<file path="src/rtl/dual_port_ram_sync.sv">
// Synchronous true dual-port RAM with registered reads, optional output
// register, write-write collision flag and a sequential clear after reset.
module dual_port_ram_sync #(
  parameter int unsigned DATA_WIDTH     = 8,
  parameter int unsigned ADDR_WIDTH     = 4,
  parameter int unsigned READ_MODE      = 0,
  parameter int unsigned OUT_REG        = 0,
  parameter int unsigned CLEAR_ON_RESET = 1
) (
  input  logic                  clk,
  input  logic                  rst,
  input  logic [ADDR_WIDTH-1:0] address_a,
  input  logic [DATA_WIDTH-1:0] data_in_a,
  input  logic                  write_enable_a,
  input  logic                  read_enable_a,
  output logic [DATA_WIDTH-1:0] data_out_a,
  output logic                  valid_a,
  input  logic [ADDR_WIDTH-1:0] address_b,
  input  logic [DATA_WIDTH-1:0] data_in_b,
  input  logic                  write_enable_b,
  input  logic                  read_enable_b,
  output logic [DATA_WIDTH-1:0] data_out_b,
  output logic                  valid_b,
  output logic                  collision,
  output logic                  busy
);

  localparam int unsigned DEPTH = 1 << ADDR_WIDTH;

  typedef enum logic {
    ST_CLEAR = 1'b0,
    ST_RUN   = 1'b1
  } state_t;

  state_t                r_state;
  logic [ADDR_WIDTH-1:0] r_cnt;
  logic                  r_busy;
  logic                  r_collision;
  logic [DATA_WIDTH-1:0] r_mem [DEPTH];

  logic [DATA_WIDTH-1:0] r_s1_data_a;
  logic [DATA_WIDTH-1:0] r_s1_data_b;
  logic                  r_s1_vld_a;
  logic                  r_s1_vld_b;

  logic                  w_run;
  logic                  w_clr;
  logic                  w_we_a;
  logic                  w_we_b;
  logic                  w_re_a;
  logic                  w_re_b;
  logic [DATA_WIDTH-1:0] w_rd_a;
  logic [DATA_WIDTH-1:0] w_rd_b;

  // Port requests only count in RUN; reset cycles never touch the array
  assign w_run  = (r_state == ST_RUN) && !rst;
  assign w_clr  = (r_state == ST_CLEAR) && !rst;
  assign w_we_a = w_run && write_enable_a;
  assign w_we_b = w_run && write_enable_b;
  assign w_re_a = w_run && read_enable_a;
  assign w_re_b = w_run && read_enable_b;

  // Same-port write-first bypasses the array; cross-port always sees the old word
  assign w_rd_a = ((READ_MODE != 0) && w_we_a) ? data_in_a : r_mem[address_a];
  assign w_rd_b = ((READ_MODE != 0) && w_we_b) ? data_in_b : r_mem[address_b];

  // Clear/run state machine with clear counter and busy flag
  always_ff @(posedge clk) begin
    if (rst) begin
      r_state <= (CLEAR_ON_RESET != 0) ? ST_CLEAR : ST_RUN;
      r_busy  <= (CLEAR_ON_RESET != 0);
      r_cnt   <= '0;
    end else begin
      case (r_state)
        ST_CLEAR: begin
          r_cnt <= r_cnt + ADDR_WIDTH'(1);
          if (r_cnt == ADDR_WIDTH'(DEPTH - 1)) begin
            r_state <= ST_RUN;
            r_busy  <= 1'b0;
          end
        end
        ST_RUN: begin
          r_busy <= 1'b0;
        end
        default: begin
          r_state <= ST_RUN;
          r_busy  <= 1'b0;
        end
      endcase
    end
  end

  // Storage: clear writes, else port writes with A taking priority on a shared address
  always_ff @(posedge clk) begin
    if (w_clr) begin
      r_mem[r_cnt] <= '0;
    end else begin
      if (w_we_b) begin
        r_mem[address_b] <= data_in_b;
      end
      if (w_we_a) begin
        r_mem[address_a] <= data_in_a;
      end
    end
  end

  // First read stage and collision pulse
  always_ff @(posedge clk) begin
    if (rst) begin
      r_s1_data_a <= '0;
      r_s1_data_b <= '0;
      r_s1_vld_a  <= 1'b0;
      r_s1_vld_b  <= 1'b0;
      r_collision <= 1'b0;
    end else begin
      r_s1_vld_a  <= w_re_a;
      r_s1_vld_b  <= w_re_b;
      r_collision <= w_we_a && w_we_b && (address_a == address_b);
      if (w_re_a) begin
        r_s1_data_a <= w_rd_a;
      end
      if (w_re_b) begin
        r_s1_data_b <= w_rd_b;
      end
    end
  end

  generate
    if (OUT_REG != 0) begin : gen_out_reg
      logic [DATA_WIDTH-1:0] r_out_data_a;
      logic [DATA_WIDTH-1:0] r_out_data_b;
      logic                  r_out_vld_a;
      logic                  r_out_vld_b;

      // Extra output stage; data holds between reads
      always_ff @(posedge clk) begin
        if (rst) begin
          r_out_data_a <= '0;
          r_out_data_b <= '0;
          r_out_vld_a  <= 1'b0;
          r_out_vld_b  <= 1'b0;
        end else begin
          r_out_vld_a <= r_s1_vld_a;
          r_out_vld_b <= r_s1_vld_b;
          if (r_s1_vld_a) begin
            r_out_data_a <= r_s1_data_a;
          end
          if (r_s1_vld_b) begin
            r_out_data_b <= r_s1_data_b;
          end
        end
      end

      assign data_out_a = r_out_data_a;
      assign data_out_b = r_out_data_b;
      assign valid_a    = r_out_vld_a;
      assign valid_b    = r_out_vld_b;
    end else begin : gen_no_out_reg
      assign data_out_a = r_s1_data_a;
      assign data_out_b = r_s1_data_b;
      assign valid_a    = r_s1_vld_a;
      assign valid_b    = r_s1_vld_b;
    end
  endgenerate

  assign collision = r_collision;
  assign busy      = r_busy;

endmodule

</file>
<file path="config.mk">
export PLATFORM = sky130hd
export DESIGN_NAME = dual_port_ram_sync
export DESIGN_NICKNAME = d
export VERILOG_FILES = /design/src/rtl/dual_port_ram_sync.sv
export SDC_FILE = /design/constraint.sdc
export NUM_CORES = 1
export LEC_CHECK = 0
export BUFFER_PORTS_ARGS = -buffer_cell sky130_fd_sc_hd__buf_4
export CAP_MARGIN = 20
export CELL_PAD_IN_SITES_DETAIL_PLACEMENT = 1
export CELL_PAD_IN_SITES_GLOBAL_PLACEMENT = 2
export CORE_MARGIN = 4
export CORE_UTILIZATION = 45
export DETAILED_ROUTE_END_ITERATION = 6
export PLACE_DENSITY_LB_ADDON = 0.2
export SYNTH_ARGS = -nofsm -noshare
export SYNTH_HDL_FRONTEND = slang
export SYNTH_SLANG_ARGS = --single-unit
</file>
<file path="constraint.sdc">
create_clock -name clk -period 3.6 [get_ports clk]
set_clock_uncertainty 0.15 [all_clocks]
set_input_delay 0.18 -clock clk [delete_from_list [all_inputs] [get_ports clk]]
set_output_delay 0.18 -clock clk [all_outputs]
set_load 0.02 [all_outputs]
</file>
---- Yosys cells after proc, flatten, opt, wreduce, memory -nomap -nowiden ----
Memories as Yosys holds them, arrays and structs flattened. A register that Yosys moved wholly into a read port is not among the register bits.
Cells that the tools add are included.
operators by class
  equality and inequality tests ........... 3
  $add $sub $neg .......................... 1
  reduce and logical (&&, ||, !) cells .... 10
  bitwise gates (word level) .............. 1
  multiplexer cells ....................... 15
operators with widths
  cell                                            count
  2-to-1 mux 1 bit                                12
  logical AND 1 bit                               8
  2-to-1 mux 8 bit                                1
  OR reduction 8 bit                              1
  adder 4 x 1 -> 4 bit (second input constant)    1
  == test 4 bit                                   1
  == test 4 bit (second input constant)           1
  2-to-1 mux 4 bit                                1
  != test 2 x 1 -> 1 bit (second input constant)  1
  one-hot mux 1 bit (2 select lines)              1
  zero test 1 bit                                 1
  inverter 1 bit                                  1
storage, ports and cells
  memories ................................ 1
  bits in registers ....................... 9
  bits of input ports ..................... 30
  bits in writable memories ............... 128
memory list
  name   words  width  rd ports  clocked after Yosys merged registers in  wr ports  RTL line  text
  r_mem  16     8      2         2                                        2         39        logic [DATA_WIDTH-1:0] r_mem [DEPTH];

---- Depth between registers and ports, before layout ----
  depth in word-level cells ............... 8
  gate-level depth with buffers ........... 8

---- Least setup slack after synthesis ----
OpenSTA, ideal clock, no wires.
  path kind ............................... reg2reg
  from .................................... reg r_state
  to ...................................... mem r_mem[3][0], enable pin
  library setup time ...................... 0.384 ns
  setup slack ............................. 1.112 ns
  path buffers ............................ 3
  required time ........................... 3.066 ns
  period minus slack after synthesis ...... 2.488 ns
  cell stages (with the launch flop) ...... 8
  arrival ................................. 1.954 ns
  path through ............................ dfxtp_1 -> buf_2 -> and3b_1 -> clkbuf_1 -> buf_2 -> mux2i_1 -> nand2_1 -> o21ai_0
RTL lines
  what                    RTL line  text
  from (decl)             35        state_t r_state;
  from (signal assigned)  70        r_state <= (CLEAR_ON_RESET != 0) ? ST_CLEAR : ST_RUN;
  to (decl)               39

==> impl_metrics.py <==
metrics = {
    "timing": {
        "setup_violations": 0,
        "period_share": 0.864,
        "slew_violations": 0,
        "final.hold.worst_slack_ns": 0.0528,
        "hold_viol_final": 0,
        "finalCriticalPeriod_ns": 3.11,
        "fin_ws_ns": 0.490,
        "fmax_mhz": 322,
        "worstMarginPinSlew_ns": 1.17,
        "finalSetupTns_ns": 0,
        "rsz0062_at_grt": "false",
        "slew_headroom": 0.222,
    },
    "setup_path": {
        "arrival_ns": 3.00,
        "required_ns": 3.49,
        "end_kind": "flop",
        "path_buf_inv": 0,
        "reg2reg_depth": 4,
        "reg2reg_from": "r_state",
        "startpoint": "r_state",
        "crit_chain": "nand3b_1, or3_1, nor3_4, o21bai_1",
        "cp_max_fo": 18,
        "worstSetupPathType": "flop to flop",
        "cp_slowest_stage_delay_ns": 0.69,
        "crit_family": "simple AND/OR/NAND/NOR gates",
        "startpoint_type": "flop",
        "regToRegEndpoint": "r_mem[0][1]",
        "cp_slowest_cell": "dfxtp_1",
        "reg2reg_slack_ns": 0.49,
    },
    "min_path": {
        "min_to": "r_mem[1][2]",
        "hp-class": "input pin to flop",
        "holdPathStages": 2,
        "hp-start": "data_in_a[2]",
    },
    "synthesis": {
        "avgSynthCellArea_um2": 15.3,
        "synth_fp_nets": 605,
        "ys_seq_area_frac": 0.495,
        "ys_ff_latch": 153,
        "synth_warnings": 0,
        "yosysTopAreaCell": "edfxtp_1",
        "synth_area_leaders": "edfxtp_1, mux2_2, mux4_2",
        "synth_top_area_share": 0.438,
        "netlist_area_um2": 8770,
        "async_flop_share": 0,
        "netlist_instances": 574,
        "ys.flop_type": "edfxtp_1",
        "synth-edff-count": 128,
        "ys_types": 46,
    },
    "place": {
        "hpwlAfterDp_um": 17600,
        "place_ws_ns": 0.540,
        "portBuffers": 49,
        "routabilityCongestion": 0.846,
    },
    "grt": {
        "grt_max_degree": 37,
        "grt_use_total": 0.250,
        "antenna_found_initial": 0,
        "grt-ovfl-total": 0,
        "grt_pass1_vias": 5959,
        "grt_pass1_wl_um": 39700,
    },
    "detailed_routing": {
        "drt-total-wl_um": 26600,
        "dr.pass1.iters": 7,
        "drc": 0,
        "ant_nets": 0,
        "post_drt_wl_per_cell_um": 29.7,
        "initialDrtViolationCount": 539,
        "via_count": 5719,
        "viasPerCell": 6.38,
    },
    "finish": {
        "final_common_cell": "mux2_2",
        "layout-drive-gt1-share": 0.468,
        "layout.nets": 653,
        "syn_to_final_growth_pct": 14.7,
        "layout_common_cells": "mux2_2, edfxtp_1, buf_4",
    },
    "run": {
        "cap_violations": 0,
    },
    "floorplan": {
        "ios": 50,
        "die_y_um": 148,
        "die_w_um": 148,
        "die_area_um2": 21800,
        "rows": 50,
        "core_area_um2": 19000,
        "initial_core_util": 0.463,
    },
    "clock_tree": {
        "clock-sinks": 153,
        "cts_tree": "done",
        "cts_root_buffer": "clkbuf_16",
        "cts_hold_buf": 5,
        "ctsResizeCount": 0,
        "clkLatencyLatePin_ns": 0.43,
        "cts_buffer_depth": 2,
        "numCtsBuffers": 17,
        "ctsHtreeMaxLevel": 4,
        "postCtsSetupBuffers": 0,
        "clk_pin_slew_ns": 0.07,
    },
    "power": {
        "p_leak_uw": 0.00389,
        "ir_worst_vdd_mv": 0.309,
        "powerDensity_nw_per_um2": 418,
    },
    "run_status": {
        "outcome": "finished clean",
    },
}
-- cells by family (layout without fill, tap and decap cells) --
group                    after synthesis  count (layout)  share of synthesized area
flip-flops                           153             153                      0.495
XOR/XNOR                               7               7                    0.00699
multiplexers                         219             219                      0.360
buffers and inverters                 52             113                     0.0312
adder cells (fa/ha/maj)                1               1                    0.00143
AO/OA/AOI/OAI                         64              64                     0.0519
other                                  0               1                          0
AND/OR/NAND/NOR                       78              78                     0.0534
-- layer usage --
metal | global-route usage | part of all wire | vias to the layer above
met5 | 0 | 0 | -
met4 | 0.0825 | 0.027 | 0
met3 | 0.0497 | 0.061 | 50
met2 | 0.403 | 0.48 | 227
met1 | 0.343 | 0.43 | 3008
li1 | - | - | 2434
-- stage by stage --
stage	util	instances	total power, µW	area, µm²
after floorplan	-	574	2150	8770
after global placement	0.493	856	2240	9350
after detailed placement	0.493	856	2240	9350
after CTS	0.530	893	4220	10000
after global routing	0.530	895	4320	10100
final	0.530	896	4200	10100
-- worst max-delay path by stage --
| stage | end | slack (ns) | cells past startpoint |
|---|---|---|---|
| detailed placement | r_mem[0][6] | 0.54 | 4 |
| CTS | r_mem[0][2] | 0.50 | 4 |
| global placement | r_mem[0][2] | 0.56 | 4 |
| floorplan | r_mem[3][0] | 1.11 | 7 |
| global route | r_mem[0][2] | 0.37 | 4 |
| finish | r_mem[0][1] | 0.49 | 4 |
-- Yosys cell counts, types with 2 or more instances --
library cell,n
nand2_2,3
mux2_2,143
xnor2_1,5
buf_12,2
a31oi_1,5
o22ai_1,7
o21bai_1,2
inv_1,6
nand2_1,12
nor3_1,3
nand3_1,3
nor2_4,2
nor3b_1,2
a21oi_1,3
dfxtp_1,25
and2_1,2
nor3_4,2
buf_6,3
nand2b_1,6
buf_1,2
xor2_1,2
mux4_2,43
mux4_1,15
nor2_1,14
buf_2,10
o21ai_0,16
nor2_2,4
edfxtp_1,128
nand3b_1,3
a221o_1,8
buf_4,3
nand4b_1,3
a22oi_1,9
a221oi_1,4
and2_0,8
and3b_1,2
mux2i_1,18
nor2b_1,6
clkbuf_1,26
a22o_1,8
-- where the power goes --
group          leakage (µW)  internal (µW)  switching [µW]
registers           0.00150           1910            14.4
logic               0.00209            122             160
clock network      0.000298           1230             758
total               0.00389           3270             933
-- cell type report --
cell class                      count  area, µm²
Sequential cell                   153       4340
Inverter                            6       22.5
Clock inverter                     11        195
Tap cell                          260        325
Multi-Input combinational cell    369       4150
Antenna cell                        1       2.50
Fill cell                        1793       8900
Clock buffer                       21        440
Timing Repair Buffer               75        576
-- registers in the layout (all words and copies together) (netlist names) --
signal	cells
r_mem	128
data_out_a	8
busy	1
r_cnt	4
valid_b	1
valid_a	1
data_out_b	8
collision	1
r_state	1
Power figures use the tool's default switching activity.
